File: src/rtl/ahb_lite_decoder_mux.sv
// rtl/ahb_lite_decoder_mux.sv - AHB-Lite address decoder, data-phase response mux and error tracker
module ahb_lite_decoder_mux #(
  parameter int ADDR_WIDTH = 32,
  parameter int DATA_WIDTH = 32,
  parameter int NUM_SLAVES = 4,
  parameter logic [NUM_SLAVES*ADDR_WIDTH-1:0] SLV_BASE =
    {32'h3000_0000, 32'h2000_0000, 32'h1000_0000, 32'h0000_0000},
  parameter logic [NUM_SLAVES*ADDR_WIDTH-1:0] SLV_MASK = {4{32'hF000_0000}}
) (
  input  logic                             HCLK,
  input  logic                             HRESETn,
  input  logic [ADDR_WIDTH-1:0]            HADDR,
  input  logic [1:0]                       HTRANS,
  output logic [NUM_SLAVES-1:0]            HSEL_S,
  output logic                             HSEL_DEF,
  input  logic [NUM_SLAVES*DATA_WIDTH-1:0] HRDATA_S,
  input  logic [NUM_SLAVES*2-1:0]          HRESP_S,
  input  logic [NUM_SLAVES-1:0]            HREADYOUT_S,
  input  logic [DATA_WIDTH-1:0]            HRDATA_DEF,
  input  logic [1:0]                       HRESP_DEF,
  input  logic                             HREADYOUT_DEF,
  output logic [DATA_WIDTH-1:0]            HRDATA,
  output logic [1:0]                       HRESP,
  output logic                             HREADY,
  output logic [15:0]                      ERR_CNT,
  output logic [ADDR_WIDTH-1:0]            ERR_ADDR
);

  // Owner encoding: 0..NUM_SLAVES-1 are mapped subordinates, then default, then no owner
  localparam int              OWN_W      = $clog2(NUM_SLAVES + 2);
  localparam logic [OWN_W-1:0] OWN_DEF   = OWN_W'(NUM_SLAVES);
  localparam logic [OWN_W-1:0] OWN_NONE  = OWN_W'(NUM_SLAVES + 1);
  localparam logic [1:0]       RESP_ERROR = 2'b01;

  logic [OWN_W-1:0]      r_own;
  logic [ADDR_WIDTH-1:0] r_addr_q;
  logic [ADDR_WIDTH-1:0] r_err_addr;
  logic [15:0]           r_err_cnt;

  logic [OWN_W-1:0]      w_dec_tgt;
  logic                  w_active;
  logic                  w_err_evt;

  // NONSEQ or SEQ; IDLE and BUSY carry no transfer
  assign w_active = (HTRANS == 2'b10) || (HTRANS == 2'b11);

  // Address decode: scan downward so the lowest matching index overrides higher ones
  always_comb begin
    w_dec_tgt = OWN_DEF;
    for (int i = NUM_SLAVES - 1; i >= 0; i--) begin
      if ((HADDR & SLV_MASK[i*ADDR_WIDTH +: ADDR_WIDTH]) == SLV_BASE[i*ADDR_WIDTH +: ADDR_WIDTH]) begin
        w_dec_tgt = OWN_W'(i);
      end
    end
  end

  // One-hot selects, only asserted during an active address phase
  always_comb begin
    HSEL_S = '0;
    for (int i = 0; i < NUM_SLAVES; i++) begin
      HSEL_S[i] = w_active && (w_dec_tgt == OWN_W'(i));
    end
    HSEL_DEF = w_active && (w_dec_tgt == OWN_DEF);
  end

  // Data-phase response mux; with no owner the manager sees a zero-wait OKAY
  always_comb begin
    HRDATA = '0;
    HRESP  = 2'b00;
    HREADY = 1'b1;
    if (r_own == OWN_DEF) begin
      HRDATA = HRDATA_DEF;
      HRESP  = HRESP_DEF;
      HREADY = HREADYOUT_DEF;
    end
    for (int i = 0; i < NUM_SLAVES; i++) begin
      if (r_own == OWN_W'(i)) begin
        HRDATA = HRDATA_S[i*DATA_WIDTH +: DATA_WIDTH];
        HRESP  = HRESP_S[i*2 +: 2];
        HREADY = HREADYOUT_S[i];
      end
    end
  end

  // First cycle of a two-cycle ERROR; a subordinate stuck there is counted every cycle
  assign w_err_evt = (HRESP == RESP_ERROR) && !HREADY;

  // Owner and data-phase address advance only when the current data phase completes
  always_ff @(posedge HCLK or negedge HRESETn) begin
    if (!HRESETn) begin
      r_own    <= OWN_NONE;
      r_addr_q <= '0;
    end else if (HREADY) begin
      r_own    <= w_active ? w_dec_tgt : OWN_NONE;
      r_addr_q <= HADDR;
    end
  end

  // Error debug: saturating counter and address of the latest ERROR transfer
  always_ff @(posedge HCLK or negedge HRESETn) begin
    if (!HRESETn) begin
      r_err_cnt  <= '0;
      r_err_addr <= '0;
    end else if (w_err_evt) begin
      r_err_addr <= r_addr_q;
      if (r_err_cnt != 16'hFFFF) begin
        r_err_cnt <= r_err_cnt + 16'd1;
      end
    end
  end

  assign ERR_CNT  = r_err_cnt;
  assign ERR_ADDR = r_err_addr;

endmodule

File: config.mk
export PLATFORM = sky130hd
export DESIGN_NAME = ahb_lite_decoder_mux
export DESIGN_NICKNAME = d
export VERILOG_FILES = /design/src/rtl/ahb_lite_decoder_mux.sv
export SDC_FILE = /design/constraint.sdc
export NUM_CORES = 1
export LEC_CHECK = 0
export CORE_MARGIN = 10
export CORE_UTILIZATION = 30
export DETAILED_ROUTE_END_ITERATION = 7
export PLACE_DENSITY = 0.68
export SYNTH_ARGS = -nofsm -noshare
export SYNTH_HDL_FRONTEND = slang
export SYNTH_SLANG_ARGS = --single-unit
File: constraint.sdc
create_clock -name HCLK -period 4.78 [get_ports HCLK]
set_clock_uncertainty 0.1 [all_clocks]
set_input_delay 0.717 -clock HCLK [delete_from_list [all_inputs] [get_ports HCLK]]
set_output_delay 0.717 -clock HCLK [all_outputs]
set_load 0.01 [all_outputs]
### After elaboration in Yosys (flattened, before gate mapping)

Index checks and enable logic that the tools add are counted.

| storage, ports and cells | value |
|---|---|
| bits in latches | 0 |
| RAM bits | 0 |
| ROM bits | 0 |
| output and inout bits | 88 |
| register bits after elaboration | 83 |
| memories kept | 0 |
| word-level logic and storage cells | 52 |

| operators by class | value |
|---|---|
| shifts and indexed selects | 0 |
| add/subtract/negate cells | 1 |
| bitwise gates (word level) | 0 |
| multipliers | 0 |
| muxes and demuxes | 20 |
| divide/modulo/power cells | 0 |
| order comparisons | 0 |
| reduce and logical (&&, ||, !) cells | 12 |
| equal/unequal tests | 15 |

Operators by type and width:

| operator | number |
|---|---|
| 2-to-1 mux 32 bit | 5 |
| logical NOT 32 bit | 1 |
| adder 16 x 1 -> 16 bit, second input constant | 1 |
| inequality test 16 bit, second input constant | 1 |
| 2-to-1 mux 3 bit | 5 |
| == test 3 x 2 -> 1 bit, second input constant | 4 |
| 2-to-1 mux 2 bit | 5 |
| == test 4 x 2 -> 1 bit, second input constant | 2 |
| == test 3 x 1 -> 1 bit, second input constant | 2 |
| == test 3 bit, second input constant | 2 |
| logical AND 1 bit | 6 |
| logical NOT 3 bit | 2 |
| 2-to-1 mux 1 bit | 5 |
| == test 2 bit, second input constant | 2 |
| == test 4 x 1 -> 1 bit, second input constant | 1 |
| == test 2 x 1 -> 1 bit, second input constant | 1 |
| AND reduction 2 bit | 1 |
| logical NOT 1 bit | 1 |
| logical OR 1 bit | 1 |

### Longest topological paths before layout

| depth | value |
|---|---|
| depth after elaboration | 9 |
| depth in mapped cells | 10 |
| gate-level depth less buffers | 6 |

### Least setup slack after synthesis

No wires, ideal clock.

| timing | value |
|---|---|
| path type | register to output |
| start | register r_own[0] |
| end | output port HRDATA[12] |
| required time | 3.963 ns |
| path buffers | 3 |
| cell stages (with the launch flop) | 6 |
| arrival | 1.690 ns |
| path slack | 2.273 ns |
| cell sequence | dfstp_2 buf_4 buf_2 buf_1 mux2i_1 o22ai_1 |

| between the ends | value |
|---|---|
| cells in the longest elaborated chain, start to end | 6 |
| elaborated cells between the ends (all ways) | 10 |

RTL lines:

| what | RTL line | source |
|---|---|---|
| from (decl) | 35 | `logic [OWN_W-1:0] r_own;` |
| from (signal assigned) | 94 | `r_own <= w_active ? w_dec_tgt : OWN_NONE;` |
| == test 3 bit | 71 | `if (r_own == OWN_DEF) begin` |
| 2-to-1 mux 32 bit | 71 |  |
| 2-to-1 mux 32 bit (3 in a row) | 77 | `if (r_own == OWN_W'(i)) begin` |
| 2-to-1 mux 32 bit * | 77 |  |
| to (decl) | 22 | `output logic [DATA_WIDTH-1:0] HRDATA,` |

Every way passes the cells marked *; elsewhere a longest branch is shown, timed or not.

### Final worst setup path

| timing | value |
|---|---|
| start | register r_own[0] |
| end | output port HRDATA[5] |

Same word-level chain as after synthesis.

==> results.toml <==
[sta]
min_period_ps = 3680
slew_violations = 0
hold_slack_ps = 387
slew_headroom_pct = 33.1
finalHoldViolCount = 0
fmax_ghz = 0.272
setup_tns_ps = 0
setup_viol = 0
fin_crit_sh_pct = 77.0
tightestPinTransition_ps = 1000
rsz0062_at_grt = "false"

[logic_synthesis]
synth_compound_area_share_pct = 9.64
ys_warn_count = 0
synthDistinctLibCells = 38
synth-simple-area-share_pct = 10.3
synthArstFlopShare_pct = 100
syn_inst = 444
ys_seq_area_share_pct = 43.7
yosys-mux-area-fraction_pct = 29.5
synth_fa_ha_area_share_pct = 0.263
synth_top_area_share_pct = 42.6
syn_area_per_cell_um2 = 10.7
synthTopCellsByArea = "dfrtp_1 43%, mux2i_1 14%, mux2_2 14%, o22ai_1 4.2%, nor2_1 3.6%"
ys_ff_latch = 83
synth_ff_type = "dfrtp_1"
syn_area_mm2 = 0.00476
synth_top_family_by_area = "multiplexers"
yosysTopAreaCell = "dfrtp_1"
yosys.area_share.xor_xnor_pct = 2.76
synth_edf_count = 0
synth_nets = 656

[critical_path]
end_kind = "output pin"
cp_max_fo = 42
reg2regPathDepth = 6
startpoint_type = "flip-flop"
path_depth = 6
path_cells = "buf_4 > mux2i_1 > nor2_1 > a21oi_1 > o22ai_1 > clkdlybuf4s50_1"
critPathLaunch = "r_own[0]"
max_stage_delay_ps = 1000
path_delay_family = "flip-flops"
critical_path_required_ps = 3960
critPathArrivalTime_ps = 2860
reg2reg_from = "r_own[0]"
slowest_stage = "dfstp_4"
cp_num_buf_inv = 2
crit_type = "flip-flop to output pin"

[final_layout]
final_common_cell = "clkdlybuf4s50_1"
fill_cells = 1434
drive_above_1_share_pct = 13.2
nNetsFinal = 940
final_cell_mix = "296 x clkdlybuf4s50_1, 81 x dfrtp_1, 68 x mux2i_1"
multi_input_area_mm2 = 0.00250
final-seq-area_mm2 = 0.00208
final_area_mm2 = 0.00822
area_delta_synth_final_pct = 72.6

[floorplanning]
core_area_mm2 = 0.0157
die-area_mm2 = 0.0213
rows = 46
start_util_pct = 30.3
ios = 299
die_h_um = 146
die_x_um = 146

[clock_network]
clockBufferDepth = 2
cts_tree = "done"
cts_hold_buffers = 0
cts.sinks = 83
post_cts_buffers = 0
clk_latency_ps = 340
cts_max_level = 3
ctsResizeCount = 0
numCtsBuffers = 9
clk_pin_slew_ps = 60
cts_root_buffer = "clkbuf_16"

[pwr]
p_sw_share_pct = 34.8
power_density_mw_per_mm2 = 504
p_seq_share_pct = 29.2
p_leak_nw = 3.49
ir_worst_vdd_v = 0.000343
switching_power_mw = 1.44
p_comb_share_pct = 53.6
p_int_mw = 2.70
pwr-share-clk_pct = 17.2

[route]
final_antenna_net_count = 0
drtIter0Drc = 222
wire_per_inst_um = 20.1
drc = 0
drt-total-wl_um = 19100
firstDrtPassIters = 4
vias = 4500
viasPerCell = 4.74

[hold_path]
worstHoldStart = "r_addr_q[31]"
hold_path.class = "flip-flop to flip-flop"
hold_depth = 2

[grt]
overflow = 0
grt_pass1_wl_um = 29000
grt_max_degree = 84
antenna_found_initial = 1
grt_usage_pct = 17.2
grt_pass1_vias = 4847

[placed_design]
hpwl_um = 15200
gp_congestion = 0.891
place_area_mm2 = 0.00790
portBuffers = 297

[flow_run]
cap_viol_max_count = 0

[status]
outcome = "finished clean"
==> per-stage QoR <==
step	instances	total power [mW]	setup slack (ps)	utilization [%]
CTS	949	4.20	1070	52.3
global route	949	4.42	879	52.3
floorplan	444	2.38	2270	-
finish	950	4.14	1100	52.3
global placement	933	3.42	1450	50.3
detailed placement	933	3.47	1370	50.3
==> final timing paths <==
path,to,slack [ps]
hold / removal,r_addr_q[31],390
max in group asynchronous,r_addr_q[1],3490
setup / recovery,HRDATA[5],1100
hold reg to reg,r_addr_q[31],390
min in group asynchronous,ERR_CNT[1],460
setup reg to reg,ERR_CNT[7],1450
==> cells by family after synthesis <==
family | count (synthesis)
DFF | 83
muxes | 131
AOI/OAI and AO/OA | 72
and+or+nand+nor | 106
buffers and inverters | 36
adders and majority gates | 1
xor gates and xnor gates | 15
==> Yosys cell counts (all sizes together), types with 2 or more instances <==
cell and number:
dfrtp 81, mux2i 68, mux2 63, nor2 46
a21oi 32, o22ai 32, buf 23, nand2 23
clkbuf 9, nand3 8, nor3 8, xor2 8
xnor2 7, nand4 6, and3 5, inv 3
nor2b 3, and2 2, dfstp 2, nand2b 2
o21ai 2
==> sequential cells by signal (all words and copies together) (netlist names) <==
register / cells
ERR_ADDR: 32
ERR_CNT: 16
r_addr_q: 32
r_own: 3
==> power groups by stage <==
| stage | Clock (mW) | Sequential (mW) | Combinational (mW) |
|---|---|---|---|
| 2_1_floorplan | 0 | 1.18 | 1.20 |
| 3_3_place_gp | 0 | 1.20 | 2.21 |
| 3_5_place_dp | 0 | 1.22 | 2.25 |
| 4_1_cts | 0.728 | 1.22 | 2.26 |
| 5_1_grt | 0.763 | 1.26 | 2.40 |
| 6_report | 0.712 | 1.21 | 2.22 |
==> worst register-to-register path, delay by kind of cell (launching register included) <==
family,cells,cell delay (ps)
and+or+nand+nor,3,1170
DFF,1,1000
xor gates and xnor gates,1,190
buffers and inverters,1,440
AOI/OAI and AO/OA,1,330
==> area by class of cell <==
type,count,share of cell area [%]
well taps,216,3.29
diodes,1,0.0304
inverters,4,0.183
repair buffers,305,36.9
clock buffers,12,3.24
flip-flops and latches,83,25.3
multi-input cells,325,30.5
clock inverters,4,0.578
==> per-layer routing <==
metal	track usage [%]	share of wire, %
met1	18.7	39
met2	31.0	50
met3	7.15	9.7
met4	3.00	0.66
met5	0	0
No activity file was read; power rests on OpenSTA's default activity.
